## config.mk

```make
export PLATFORM = sky130hd
export DESIGN_NAME = rest4b_serial
export DESIGN_NICKNAME = d
export VERILOG_FILES = /design/src/rtl/rest4b_serial_pkg.sv /design/src/rtl/rest4b_serial_rest1b.sv /design/src/rtl/rest4b_serial.sv
export SDC_FILE = /design/constraint.sdc
export NUM_CORES = 1
export LEC_CHECK = 0
export CAP_MARGIN = 20
export CORE_UTILIZATION = 53
export DETAILED_ROUTE_END_ITERATION = 8
export PLACE_DENSITY = 0.79
export SLEW_MARGIN = 30
export SYNTH_ARGS = -nofsm -noshare
export SYNTH_HDL_FRONTEND = slang
export SYNTH_SLANG_ARGS = --single-unit
```

## constraint.sdc

```tcl
create_clock -name clk -period 2.1 [get_ports clk]
set_clock_uncertainty 0.05 [all_clocks]
set_input_delay 0.42 -clock clk [delete_from_list [all_inputs] [get_ports clk]]
set_output_delay 0.42 -clock clk [all_outputs]
set_load 0.03 [all_outputs]
```

## src/rtl/rest4b_serial_pkg.sv

```systemverilog
// Shared types for the bit-serial subtractor.
// State encoding and counter sizing helper.
package rest4b_serial_pkg;

  typedef enum logic [1:0] {
    ST_IDLE  = 2'd0,
    ST_SHIFT = 2'd1,
    ST_DONE  = 2'd2
  } rest_state_t;

  function automatic int cnt_w(input int w);
    return (w <= 2) ? 1 : $clog2(w);
  endfunction

endpackage

```

## src/rtl/rest4b_serial_rest1b.sv

```systemverilog
// 1-bit full subtractor slice.
// D = A - B - Bi_in, Bout is the borrow out.
module rest1b (
  input  logic A,
  input  logic B,
  input  logic Bi_in,
  output logic D,
  output logic Bout
);

  assign D    = A ^ B ^ Bi_in;
  assign Bout = (~A & B) | (~(A ^ B) & Bi_in);

endmodule

```

## src/rtl/rest4b_serial.sv

```systemverilog
// Bit-serial subtractor, LSB first.
// One borrow FF, start/busy/done handshake.
module rest4b_serial
  import rest4b_serial_pkg::*;
#(
  parameter int WIDTH = 4
) (
  input  logic             clk,
  input  logic             rst,
  input  logic             start,
  input  logic [WIDTH-1:0] Ai,
  input  logic [WIDTH-1:0] Bi,
  output logic             busy,
  output logic             done,
  output logic [WIDTH-1:0] Di,
  output logic             Bo
);

  localparam int CNT_W = cnt_w(WIDTH);
  localparam logic [CNT_W-1:0] CNT_LAST = CNT_W'(WIDTH - 1);

  rest_state_t      state;
  rest_state_t      state_nx;
  logic [WIDTH-1:0] a_sr;
  logic [WIDTH-1:0] b_sr;
  logic [WIDTH-1:0] r_sr;
  logic [WIDTH-1:0] r_nx;
  logic [CNT_W-1:0] cnt;
  logic             br;
  logic             d_bit;
  logic             br_nx;
  logic             last;

  rest1b u_bit (
    .A     (a_sr[0]),
    .B     (b_sr[0]),
    .Bi_in (br),
    .D     (d_bit),
    .Bout  (br_nx)
  );

  assign last = (cnt == CNT_LAST);
  assign r_nx = {d_bit, r_sr[WIDTH-1:1]};
  assign busy = (state == ST_SHIFT);
  assign done = (state == ST_DONE);

  // State register.
  always_ff @(posedge clk) begin
    if (rst) state <= ST_IDLE;
    else     state <= state_nx;
  end

  // Next-state logic.
  always_comb begin
    state_nx = state;
    unique case (state)
      ST_IDLE:  if (start) state_nx = ST_SHIFT;
      ST_SHIFT: if (last)  state_nx = ST_DONE;
      ST_DONE:  state_nx = ST_IDLE;
      default:  state_nx = ST_IDLE;
    endcase
  end

  // Operand/result shifting, borrow, counter and result capture.
  always_ff @(posedge clk) begin
    if (rst) begin
      a_sr <= '0;
      b_sr <= '0;
      r_sr <= '0;
      br   <= 1'b0;
      cnt  <= '0;
      Di   <= '0;
      Bo   <= 1'b0;
    end else begin
      unique case (state)
        ST_IDLE: begin
          if (start) begin
            a_sr <= Ai;
            b_sr <= Bi;
            br   <= 1'b0;
            cnt  <= '0;
          end
        end
        ST_SHIFT: begin
          a_sr <= a_sr >> 1;
          b_sr <= b_sr >> 1;
          r_sr <= r_nx;
          br   <= br_nx;
          cnt  <= cnt + 1'b1;
          if (last) begin
            Di <= r_nx;
            Bo <= br_nx;
          end
        end
        default: ;
      endcase
    end
  end

endmodule

```

## Word level (Yosys, flattened, before mapping)

Index checks and enable logic that the tools add are counted.

- Input bits: 11
- Output and inout port bits: 7
- Logic and storage cells: 37
- Register bits after elaboration: 22

- Mux-type cells: 11
- Reduce and logical (&&, ||, !) cells: 5
- Eq/ne operators: 5
- Bitwise operators: 7
- Add/subtract/negate cells: 1

Operators by type and width:

| operator | count |
|---|---|
| case mux 4 bit (2 select lines) | 2 |
| 2-to-1 mux 4 bit | 2 |
| case mux 2 bit (2 select lines) | 2 |
| 2-to-1 mux 2 bit | 3 |
| AND reduction 2 bit | 3 |
| == test 2 bit (second input constant) | 2 |
| adder 2 x 1 -> 2 bit (second input constant) | 1 |
| AND 1 bit | 2 |
| == test 2 x 1 -> 1 bit (second input constant) | 1 |
| logical NOT 2 bit | 1 |
| inequality test 2 x 1 -> 1 bit (second input constant) | 1 |
| inequality test 2 bit (second input constant) | 1 |
| inverter 1 bit | 2 |
| case mux 1 bit (2 select lines) | 1 |
| nonzero test 2 bit | 1 |
| XOR 1 bit | 2 |
| 2-to-1 mux 1 bit | 1 |
| bitwise OR 1 bit | 1 |

## Longest topological paths before layout

Gate-level depths: netlist of the first run.

- Word-level depth: 5
- Gate-level depth with buffers: 5
- Depth with buffers taken out: 5

## Cells and area by module

Synthesis of the first run repeated with hierarchy kept, for this count alone.

- Cells, all modules: 90
- Area total of the unflattened synthesis: 912.1 um^2

Modules (own cells, without submodules):

| module | area each (um^2) | sequential area each (um^2) | cells an instance | times used |
|---|---|---|---|---|
| rest4b_serial | 880.8 | 420.4 | 86 | 1 |
| rest1b | 31.3 | 0.0 | 4 | 1 |

## Least setup slack after synthesis of the first run

No wires, ideal clock.

- Path kind: reg-to-output
- From: register state[0]
- To: output port done
- Buffers on the path: 1
- Cell stages (with the launch flop): 3
- Data arrival time: 0.944 ns
- Data required time: 1.630 ns
- Path slack: 0.686 ns
- Cell sequence: dfxtp_1 > buf_4 > nor2b_1

- Longest elaborated chain between the ends: 1

RTL lines:

| item | line | text |
|---|---|---|
| from (decl) | rest4b_serial.sv:22 | `rest_state_t state;` |
| from (signal assigned) | rest4b_serial.sv:50 | `else state <= state_nx;` |
| == test 2 bit | rest4b_serial.sv:45 | `assign done = (state == ST_DONE);` |
| to (decl) | rest4b_serial.sv:14 | `output logic done,` |

No other way between the ends.

## Worst setup path in the final report of the first run

- From: register state[1]
- To: output port done

The elaborated chain is that of the path after synthesis.

==> out/results.tsv, run 1 <==
stage	metric	value	unit
route	DRT met1 WL	746	microns
worst_setup_path	CP arrival	1.33	ns
clock_network	clock latency on the worst-skew pair	0.30	ns
timing	Period minus WS final	1.80	ns
timing	setup tns final	0	ns
logic_synthesis	top post-synthesis cells by area	dfxtp_1 (46%), mux2i_1 (12%), a211oi_2 (9.5%)	
logic_synthesis	synth cell count leaders	dfxtp_1 (21), nor2_1 (13), mux2i_1 (11)	
clock_network	CTS H-tree lvls	1	
route	Via-to-Cell Ratio	5.58	
route	DR WL/cell	12.9	microns
clock_network	CTS tree	yes	
logic_synthesis	syn_nets	102	
layout	nets	122	
global_route	GRT Residual Overflow	0	
timing	Worst-Margin Slew	0.306	ns
run	max_cap viols	0	
placed_design	placed cell count	120	
worst_setup_path	Crit. End Element	primary output	
hold_path	Hold WC Path Type	reg2reg	
hold_path	hold depth	2	
logic_synthesis	Seq cells post-synth	21	
clock_network	CTS sink count	21	
route	drt pass-1 iters	5	
route	Antenna Nets Post-Route	0	
timing	Final Max Slew Viols	0	
placed_design	Post-DP Area	1090	sq um
route	drt total wl	1600	microns
route	drt drc	1	
clock_network	clk buf depth	2	
timing	slew margin rel.	79.5	%
worst_setup_path	startpoint types	flip-flop	
floorplanning	Initial Utilization	59.1	%
logic_synthesis	warnings from Yosys	0	
power	VDD IR-drop max	0.000522	V
clock_network	clk slew on worst S/H paths	0.12	ns
clock_network	hold_buf cts	0	
timing	RSZ-0062 raised after global routing	false	
outcome	failing checks	DRC	
logic_synthesis	asr flop ratio synth	0	%
clock_network	CTS Buf Count	3	
floorplanning	core area	1560	sq um
logic_synthesis	sequential area share after synthesis	45.6	%
global_route	Overall Global Routing Usage	19.9	%
timing	Worst Setup Slack, final	0.297	ns
layout	area growth from synthesis to layout	21.2	%
floorplanning	FP Rows	14	
floorplanning	die area	1910	sq um
route	Top Metal Used	met4	
floorplanning	overall die height	43.7	microns
power	power per cell area	661	nW/um^2
logic_synthesis	Syn Area/Cell	10.4	sq um
layout	area of the multi-input gates	445	sq um
logic_synthesis	Yosys top cell area share	45.6	%
layout	FF/Latch Area	420	sq um
placed_design	dpl ws	0.348	ns
layout	design area	1120	sq um
global_route	initial antenna violation count	0	
global_route	vias in the first global route	652	
outcome	status	complete, but fails checks	
layout	share of layout cells above drive strength 1	19.4	%
route	detailed-route via count	692	
logic_synthesis	Post-synth EDFFs	0	
timing	f_max	0.555	GHz
power	total power	0.739	mW
route	initial DRC count	6	
timing	final hold vios	0	
route	WL met2	771	microns
worst_setup_path	CP Data Required Time	1.63	ns
layout	diodes inserted	0	
placed_design	Placer Congestion	0.747	
layout	fill cell count	122	
logic_synthesis	Post-Syn Area	922	sq um
clock_network	clk root buf	clkbuf_4	
logic_synthesis	top-count cell post-synth	dfxtp_1	
power	LEAKAGE	0.440	nW
global_route	first-pass GRT wire length	2770	microns
placed_design	I/O Buffers	17	
worst_setup_path	crit path max fanout	7	
floorplanning	Die W	43.7	microns
global_route	pin count of the biggest net entering global routing	22	
floorplanning	IO Count	18	
logic_synthesis	Post-Synthesis Cells	89	
route	met3 WL post-DR	50	microns
logic_synthesis	area leader, netlist	dfxtp_1	
timing	Setup violations, final	0	
layout	Post-Layout Cell Count	124	
logic_synthesis	dominant synthesized flop cell	dfxtp_1	
worst_setup_path	critical setup path kind	reg2out	
worst_setup_path	reg2reg path depth	5	
logic_synthesis	Cell variety after synth	24	
timing	crit share post-route	85.9	%
==> metal layers <==
metal  vias up  global-route usage (%)
met5         -                       0
met4         0                    11.3
met3         5                    2.50
met2        11                    31.9
met1       329                    25.7
li1        347                       -
==> what timing repair did <==
item / CTS / global route
endpoints found under the setup margin: 1 / 0
resized for setup: 1 / 0
buffers inserted: 0 / 0
hold endpoints to repair: 0 / 0
==> kinds of logic after synthesis <==
group,count (synthesis),share of synthesized area (%)
compound gates,17,17.9
fa+ha+maj,2,3.53
buf+inv,9,6.10
flops,21,45.6
mux,11,11.9
simple gates,29,14.9
==> stage by stage <==
step,hold slack (ns),util [%]
4_1_cts,0.416,71.7
6_report,0.412,71.7
5_1_grt,0.450,71.7
2_1_floorplan,0.393,-
3_5_place_dp,0.399,70.0
3_3_place_gp,0.394,70.0
==> flip-flops by register name, summed over array words and instances, names as in the netlist <==
| signal | cells |
|---|---|
| a_sr | 4 |
| state | 2 |
| br | 1 |
| r_sr | 3 |
| Di | 4 |
| b_sr | 4 |
| Bo | 1 |
| cnt | 2 |
==> layout make-up <==
class / count / area share, %
repair buffers: 20 / 16.9
well taps: 16 / 1.79
multi-input cells: 59 / 39.9
flip-flops and latches: 21 / 37.6
clock inverters: 1 / 0.448
inverters: 4 / 1.34
clock buffers: 3 / 2.02
==> layout by cell type (no fill, tap or decap) <==
master and count:
dfxtp_1 21, clkdlybuf4s50_1 15, nor2_1 13, mux2i_1 11
a211oi_2 7, inv_1 4, nand3_1 4, nand2_1 4
a21oi_1 4, a22oi_1 4, buf_4 4, nor2_2 3
clkbuf_4 3, nor2b_2 1, nor2b_1 1, nor3_1 1
o21ba_4 1, nand3b_1 1, o21bai_2 1, nor3b_1 1
fa_1 1, ha_1 1, clkinv_2 1, dlygate4sd2_1 1
==> power by group <==
part	switching [mW]	total (mW)	internal, mW
clock	0.119	0.190	0.0710
sequential	0.0122	0.430	0.418
combinational	0.0595	0.119	0.0592
==> final timing paths <==
check / to / slack (ns) / startpoint
worst max-delay path: done / 0.30 / state[1]
worst min-delay path: Di[2] / 0.41 / Di[2]
worst max register to register: r_sr[3] / 0.69 / state[0]
worst min register to register: Di[2] / 0.41 / Di[2]
==> critical path, stage by stage, from the launching register on <==
cell,delay [ns]
dfxtp_1,0.45
nor2b_1,0.17
dlygate4sd2_1,0.41
No activity file was read; power rests on OpenSTA's default activity.
==> run 2: changes to the inputs <==
--- a/config.mk
+++ b/config.mk
@@ -9,7 +9,7 @@
 export CORE_UTILIZATION = 53
 export DETAILED_ROUTE_END_ITERATION = 8
 export PLACE_DENSITY = 0.79
-export SLEW_MARGIN = 30
+export SLEW_MARGIN = 5
 export SYNTH_ARGS = -nofsm -noshare
 export SYNTH_HDL_FRONTEND = slang
 export SYNTH_SLANG_ARGS = --single-unit
==> results of run 2 <==
Final layout, timing and power as in run 1 (identical DEF).
